--- config.mk ---
export PLATFORM = sky130hd
export DESIGN_NAME = video_timing_tracker
export DESIGN_NICKNAME = d
export VERILOG_FILES = /design/src/rtl/video_timing_tracker.sv
export SDC_FILE = /design/constraint.sdc
export NUM_CORES = 1
export LEC_CHECK = 0
export BUFFER_PORTS_ARGS = -buffer_cell sky130_fd_sc_hd__buf_2
export CORE_AREA = 3 3 70 120
export DETAILED_ROUTE_END_ITERATION = 12
export DIE_AREA = 0 0 73 123
export HOLD_SLACK_MARGIN = 0.03
export PLACE_DENSITY = 0.81
export SKIP_LAST_GASP = 1
export SLEW_MARGIN = 20
export SYNTH_ARGS = -nofsm -noshare
export SYNTH_HDL_FRONTEND = slang
export SYNTH_SLANG_ARGS = --single-unit
export TNS_END_PERCENT = 1
--- constraint.sdc ---
create_clock -name clk_vga -period 9.8 [get_ports clk_vga]
set_clock_uncertainty 0.05 [all_clocks]
set_input_delay 1.96 -clock clk_vga [delete_from_list [all_inputs] [get_ports clk_vga]]
set_output_delay 1.96 -clock clk_vga [all_outputs]
set_load 0.05 [all_outputs]
--- src/rtl/video_timing_tracker.sv ---
// Video timing tracker: synchronizes hs_n/vs_n/blank_n, measures line and frame
// lengths, produces pixel coordinates and a SEARCH/ACQUIRE/LOCKED lock monitor.
module video_timing_tracker #(
    parameter int H_CNT_W = 11,
    parameter int V_CNT_W = 10,
    parameter int X_W     = 10
) (
    input  logic               clk_vga,
    input  logic               rst,
    input  logic               hs_n,
    input  logic               vs_n,
    input  logic               blank_n,
    output logic               active,
    output logic [X_W-1:0]     pixel_x,
    output logic [V_CNT_W-1:0] pixel_y,
    output logic               line_start,
    output logic               frame_start,
    output logic [H_CNT_W-1:0] h_total_meas,
    output logic [V_CNT_W-1:0] v_total_meas,
    output logic               locked,
    output logic               timing_error
);

    typedef enum logic [1:0] {SEARCH, ACQUIRE, LOCKED} state_t;

    localparam logic [H_CNT_W-1:0] H_MAX = '1;

    // Per input: [0] = s1, [1] = s2, [2] = edge-detect delay flop.
    logic [2:0]         r_hs_sr, r_vs_sr, r_bl_sr;
    logic [H_CNT_W-1:0] r_h_cnt;
    logic [V_CNT_W-1:0] r_l_cnt;

    state_t             r_state, w_state_nxt;
    logic [H_CNT_W-1:0] r_ref_h, w_ref_h_nxt;
    logic [V_CNT_W-1:0] r_ref_v, w_ref_v_nxt;
    logic               r_ref_h_valid, w_ref_h_valid_nxt;
    logic               r_mismatch, w_mismatch_nxt;
    logic               w_err;

    logic               w_hs_fall, w_vs_fall, w_bl_fall, w_bl;
    logic               w_wdog, w_h_bad;
    logic [H_CNT_W-1:0] w_h_meas;
    logic [V_CNT_W-1:0] w_v_meas;

    assign w_hs_fall = r_hs_sr[2] & ~r_hs_sr[1];
    assign w_vs_fall = r_vs_sr[2] & ~r_vs_sr[1];
    assign w_bl_fall = r_bl_sr[2] & ~r_bl_sr[1];
    assign w_bl      = r_bl_sr[1];
    assign w_h_meas  = r_h_cnt + H_CNT_W'(1);
    assign w_v_meas  = r_l_cnt + V_CNT_W'(w_hs_fall);
    assign w_wdog    = (r_h_cnt == H_MAX);
    assign w_h_bad   = w_hs_fall && (w_h_meas != r_ref_h);

    // NOTE: sequential state uses non-blocking assignments so every flop samples pre-edge values.
    always_ff @(posedge clk_vga or posedge rst) begin
        if (rst) begin
            r_hs_sr      <= '1;
            r_vs_sr      <= '1;
            r_bl_sr      <= '0;
            r_h_cnt      <= '0;
            r_l_cnt      <= '0;
            active       <= 1'b0;
            pixel_x      <= '0;
            pixel_y      <= '0;
            line_start   <= 1'b0;
            frame_start  <= 1'b0;
            h_total_meas <= '0;
            v_total_meas <= '0;
        end else begin
            r_hs_sr     <= {r_hs_sr[1:0], hs_n};
            r_vs_sr     <= {r_vs_sr[1:0], vs_n};
            r_bl_sr     <= {r_bl_sr[1:0], blank_n};
            line_start  <= w_hs_fall;
            frame_start <= w_vs_fall;
            active      <= w_bl;

            if (w_hs_fall) begin
                r_h_cnt      <= '0;
                h_total_meas <= w_h_meas;
            end else if (!w_wdog) begin
                r_h_cnt <= w_h_meas;
            end

            if (w_vs_fall) begin
                v_total_meas <= w_v_meas;
                r_l_cnt      <= '0;
            end else if (w_hs_fall) begin
                r_l_cnt <= r_l_cnt + V_CNT_W'(1);
            end

            if (w_bl && active) pixel_x <= pixel_x + X_W'(1);
            else                pixel_x <= '0;

            if (w_vs_fall)      pixel_y <= '0;
            else if (w_bl_fall) pixel_y <= pixel_y + V_CNT_W'(1);
        end
    end

    // NOTE: every always_comb target gets a default first so no path infers a latch.
    always_comb begin
        w_state_nxt       = r_state;
        w_ref_h_nxt       = r_ref_h;
        w_ref_v_nxt       = r_ref_v;
        w_ref_h_valid_nxt = r_ref_h_valid;
        w_mismatch_nxt    = r_mismatch;
        w_err             = 1'b0;
        case (r_state)
            SEARCH: begin
                if (w_vs_fall) begin
                    w_state_nxt       = ACQUIRE;
                    w_ref_h_valid_nxt = 1'b0;
                    w_mismatch_nxt    = 1'b0;
                end
            end
            ACQUIRE: begin
                if (w_wdog) begin
                    w_state_nxt = SEARCH;
                end else if (w_vs_fall) begin
                    // A line ending on the vs fall is judged before the frame verdict.
                    if (r_ref_h_valid && !r_mismatch && !w_h_bad) begin
                        w_state_nxt = LOCKED;
                        w_ref_v_nxt = w_v_meas;
                    end
                    w_ref_h_valid_nxt = 1'b0;
                    w_mismatch_nxt    = 1'b0;
                end else if (w_hs_fall) begin
                    if (!r_ref_h_valid) begin
                        w_ref_h_nxt       = w_h_meas;
                        w_ref_h_valid_nxt = 1'b1;
                    end else if (w_h_bad) begin
                        w_mismatch_nxt = 1'b1;
                    end
                end
            end
            LOCKED: begin
                if (w_h_bad || (w_vs_fall && (w_v_meas != r_ref_v)) || w_wdog) begin
                    w_state_nxt = SEARCH;
                    w_err       = 1'b1;
                end
            end
            default: w_state_nxt = SEARCH;
        endcase
    end

    always_ff @(posedge clk_vga or posedge rst) begin
        if (rst) begin
            r_state       <= SEARCH;
            r_ref_h       <= '0;
            r_ref_v       <= '0;
            r_ref_h_valid <= 1'b0;
            r_mismatch    <= 1'b0;
            locked        <= 1'b0;
            timing_error  <= 1'b0;
        end else begin
            r_state       <= w_state_nxt;
            r_ref_h       <= w_ref_h_nxt;
            r_ref_v       <= w_ref_v_nxt;
            r_ref_h_valid <= w_ref_h_valid_nxt;
            r_mismatch    <= w_mismatch_nxt;
            locked        <= (w_state_nxt == LOCKED);
            timing_error  <= w_err;
        end
    end

endmodule

* Word-level counts from Yosys, hierarchy flattened *
Index checks and enable logic that the tools add are counted.

storage, ports and cells
  register bits after elaboration = 101
  input bits = 5
  logic and storage cells = 88
  output and inout port bits = 46

cells by class
  equality and inequality tests = 12
  bitwise operators = 9
  multiplexer cells = 26
  add/sub/neg operators = 5
  reduce and logical (&&, ||, !) cells = 17

operators with widths
  kind                   count
  $mux 10                5
  $add 10x1->10 const B  3
  $mux 11                2
  $add 11x1->11 const B  1
  $eq 11x11->1 const B   1
  $mux 1                 11
  $ne 11x11->1           1
  $add 10x1->10          1
  $mux 2                 5
  $ne 10x10->1           1
  $ne 3x3->1 const B     3
  $reduce_and 4->1       2
  $ne 2x2->1 const B     3
  $not 1->1              6
  $pmux 2 s3             1
  $reduce_and 6->1       1
  $reduce_bool 2->1      3
  $logic_and 1x1->1      5
  $reduce_and 5->1       1
  $eq 2x2->1 const B     2
  $pmux 1 s2             2
  $and 1x1->1            3
  $eq 2x1->1 const B     1
  $logic_not 1->1        2
  other kinds (2)        3

* Depth between registers and ports, before layout *
  depth after elaboration = 10
  depth in mapped cells = 12
  gate-level depth less buffers = 10

* Worst setup path before layout *
No wires, ideal clock.

  path kind = register to register
  start = register r_hs_sr[1]
  end = register timing_error
  slack = 6.372 ns
  buffers on the path = 2
  period minus slack after synthesis = 3.428 ns
  data required time = 9.630 ns
  setup time = 0.120 ns
  data arrival time = 3.259 ns
  cell stages (with the launch flop) = 13
  cells stage by stage = dfstp_2 -> nand2b_1 -> clkbuf_1 -> inv_2 -> buf_1 -> ha_1 -> or3_1 -> a311oi_1 -> a31oi_1 -> or4_1 -> o41ai_2 -> nand3_1 -> and3_1

between the ends
  longest elaborated chain between the ends = 9
  elaborated cells on any way between the ends = 10
  those cells by class = 1 x add/sub; 1 x eq/ne; 2 x mux; 2 x bitwise; 4 x reduce/logical

RTL lines
  element                           RTL line  text
  start: declaration                29        logic [2:0] r_hs_sr, r_vs_sr, r_bl_sr;
  start signal: assignment          70        r_hs_sr <= {r_hs_sr[1:0], hs_n};
  $not 1->1 *                       45        assign w_hs_fall = r_hs_sr[2] & ~r_hs_sr[1];
  $and 1x1->1 *                     45
  net w_hs_fall                     40        logic w_hs_fall, w_vs_fall, w_bl_fall, w_bl;
  $add 10x1->10                     50        assign w_v_meas = r_l_cnt + V_CNT_W'(w_hs_fall);
  $ne 10x10->1                      136       if (w_h_bad || (w_vs_fall && (w_v_meas != r_ref_v)) || w_wdog) begin
  $logic_and 1x1->1                 136
  $logic_or 1x1->1 * (2 in series)  136
  $mux 1 *                          136
  $mux 1 *                          107       case (r_state)
  net w_err                         38        logic w_err;
  end signal: assignment            161       timing_error <= w_err;
  end: declaration                  21        output logic timing_error

The timed path passes the listed nets; every way through them passes the cells marked *.
A chain may end at the register's enable or synchronous reset.

* Worst setup path in the final report *
  start = register r_hs_sr[1]
  end = register timing_error

between the ends
  longest elaborated chain between the ends = 9
  elaborated cells on any way between the ends = 10
  those cells by class = 1 x add/sub; 1 x eq/ne; 2 x mux; 2 x bitwise; 4 x reduce/logical

RTL lines
  element                           RTL line
  $not 1->1 *                       45
  $and 1x1->1 *                     45
  $add 10x1->10                     50
  $ne 10x10->1                      136
  $logic_and 1x1->1                 136
  $logic_or 1x1->1 * (2 in series)  136
  $mux 1 *                          136
  $mux 1 *                          107
  net w_err                         38

Marks and branches as above.

==> impl_metrics.ini <==
[finish]
finish.net_count = 517
layout_common_cells = dfrtp_1 (94), buf_2 (50), nand2_1 (49), nor2_1 (47), xor2_1 (35)
fin_cells = 599
final_core_util_pct = 69.4
num_antenna_cells = 0
mostFrequentLayoutCell = dfrtp_1
fill_count = 582
finish.instance_area_mm2 = 0.00529
area_growth_pct = 13.1
share_of_layout_cells_above_drive_strength_1_pct = 15.7

[routing]
first_iter_violations = 188
postRouteAntennaNets = 0
drc = 0
num_vias = 3491
wl_um = 10000
detailedRoute.firstPassIterationCount = 4
wire_per_inst_um = 16.7
routed_via_density = 5.83

[sta]
finalMaxSlewViolations = 0
timing.max_slew.rel_slack_pct = 41.3
fmax_mhz = 247
finalHoldViolCount = 0
minimum_clock_period_after_layout_ns = 4.05
finalCritPeriodShare_pct = 41.3
rsz0062_at_grt = false
tightestPinTransition_ns = 0.881
finalSetupTns_ns = 0
finalSetupViolations = 0

[worst_setup_path]
crit_path_top_delay_cell = nand2b_1
crit_arrival_ns = 4.24
worstSetupStartpointType = flip-flop
cp.required_ns = 9.98
setup.worst_path.class = reg2reg
critical_path.endpoint_type = flip-flop
timing.critical_path.cells = nand2b_1 -> inv_2 -> ha_1 -> or3_1 -> a311oi_1 -> a31oi_1 -> or4_1 -> o41ai_2 -> nand3_1 -> and3_1
regToRegSetupSlack_ns = 5.75
cp_max_fo = 27
max_incr_delay_on_cp_ns = 0.68

[clock_tree]
cts_sinks = 100
ctsRootBufferMaster = clkbuf_16
clk_slew_on_worst_s_h_paths_ns = 0.07
cts_tree = built
clockBufferDepth = 2
hold_buf_count_cts = 0
post_cts_resized = 0
htree_num_levels = 3
number_of_buffers_added_for_setup_after_cts = 0
cts-buffers-inserted = 9
insertion_delay_ns = 0.35

[global_routing]
grt_max_degree = 66
globalRoute.totalOverflow = 0
initial_antenna_violation_count = 0
gr-usage-all-layers_pct = 24.2
global_route_wire_length_before_repair_um = 16600
grt_pass1_vias = 3536

[job]
maxCapViolations = 0

[placed_design]
hpwlAfterDp_um = 7080
placed_instance_area_mm2 = 0.00496
gp_congestion = 0.873
port-buffer-count = 50
placed_cells = 583

[floorplan]
ioPinCount = 51
die_width_um = 73
design.die.area_mm2 = 0.00898
core.rowCount = 42
floorplan.core_area_mm2 = 0.00762
floorplan.die.height_um = 123
start_util_pct = 61.4

[synthesis]
synth.yosys.seq_area_share_pct = 53.7
synth_nets = 475
post_synthesis_instance_total = 464
synth-warning-count = 0
avgSynthCellArea_um2 = 10.1
mapped_cell_area_mm2 = 0.00468
synth.distinct_cells = 44
yosys_register_bits = 100

[run_status]
status = complete, no violations

[worst_hold_path]
hp-class = reg2reg

[power]
p_leak_nw = 2.53
worst_case_vdd_ir_drop_mv = 0.110
powerDensity_mw_per_mm2 = 219
[path summary, 6_finish.rpt]
path	start	depth (start not counted)	to
max	r_hs_sr[1]	10	timing_error
min	r_hs_sr[0]	0	r_hs_sr[1]
max reg2reg	r_hs_sr[1]	10	timing_error
min reg2reg	r_hs_sr[0]	0	r_hs_sr[1]
max in group asynchronous	rst	3	r_ref_v[9]
min in group asynchronous	rst	2	pixel_x[5]
[routing by layer]
| metal | GRT usage, % | part of all wire, % |
|---|---|---|
| met4 | 13.9 | 3.6 |
| met1 | 26.4 | 37 |
| met5 | 0 | 0 |
| met3 | 4.88 | 3.3 |
| met2 | 42.5 | 56 |
[flip-flops by register name, summed over array words and instances (netlist names)]
signal,cells
active,1
frame_start,1
h_total_meas,11
line_start,1
locked,1
pixel_x,10
pixel_y,10
r_bl_sr,2
r_h_cnt,11
r_hs_sr,3
r_l_cnt,10
r_mismatch,1
r_ref_h,11
r_ref_h_valid,1
r_ref_v,10
r_state,2
r_vs_sr,3
timing_error,1
v_total_meas,10
[metrics by stage]
step | total power [mW] | hold slack (ns) | setup slack, ns
2_1_floorplan | 0.714 | 0.281 | 5.18
3_3_place_gp | 0.765 | 0.289 | 5.86
3_5_place_dp | 0.779 | 0.296 | 5.79
4_1_cts | 1.17 | 0.307 | 5.77
5_1_grt | 1.21 | 0.315 | 5.44
6_report | 1.16 | 0.306 | 5.75
[where the power goes]
| group | switching, mW | internal (mW) | total [mW] |
|---|---|---|---|
| Clock | 0.153 | 0.232 | 0.385 |
| Sequential | 0.0595 | 0.469 | 0.529 |
| Combinational | 0.156 | 0.0899 | 0.246 |
[worst max-delay path: cells and delay by family (launching register included)]
family | cells | cell delay (ns)
and+or+nand+nor | 5 | 1.88
AOI/OAI and AO/OA | 3 | 0.73
DFF | 1 | 0.52
buffers and inverters | 1 | 0.37
adders and majority gates | 1 | 0.37
[final cells by class]
type	count	area [µm²]	share of cell area (%)
multi-input cells	326	2010	38.1
flip-flops and latches	100	2510	47.4
clock inverters	5	82.6	1.56
clock buffers	11	243	4.59
inverters	17	66.3	1.25
repair buffers	52	265	5.01
well taps	88	110	2.08
[logic make-up after synthesis]
family	Yosys count	synth area share [%]
and+or+nand+nor	166	17.0
muxes	13	2.84
buffers and inverters	38	3.32
DFF	100	53.7
adders and majority gates	6	1.60
AOI/OAI and AO/OA	78	9.55
xor gates and xnor gates	63	12.1
[synthesized netlist by cell type (all sizes together)]
library cell	count	area, µm²
o41ai	1	16.3
a2bb2oi	1	8.76
nand2	49	184
a211oi	1	7.51
xnor2	27	236
o211ai	1	7.51
xor2	35	307
a21o	2	15.0
a21oi	30	150
a31oi	4	25.0
nand4	12	75.1
mux2i	11	110
or3	7	43.8
inv	17	63.8
o21ai	31	155
and4	4	35.0
xnor3	1	22.5
or4	1	7.51
nor4b	1	15.0
a32o	1	10.0
dfrtp	94	2350
nand3	22	115
a211o	1	8.76
nor2b	4	25.0
clkbuf	11	41.3
o32ai	1	8.76
buf	10	50.1
nor4	3	18.8
and3	6	37.5
a31o	1	8.76
o31ai	1	7.51
nor2	47	176
nand2b	4	25.0
nor3b	2	15.0
mux2	2	22.5
ha	6	75.1
a311oi	2	17.5
nor3	4	20.0
dfstp	6	158
(Power assumes the default switching activity.)
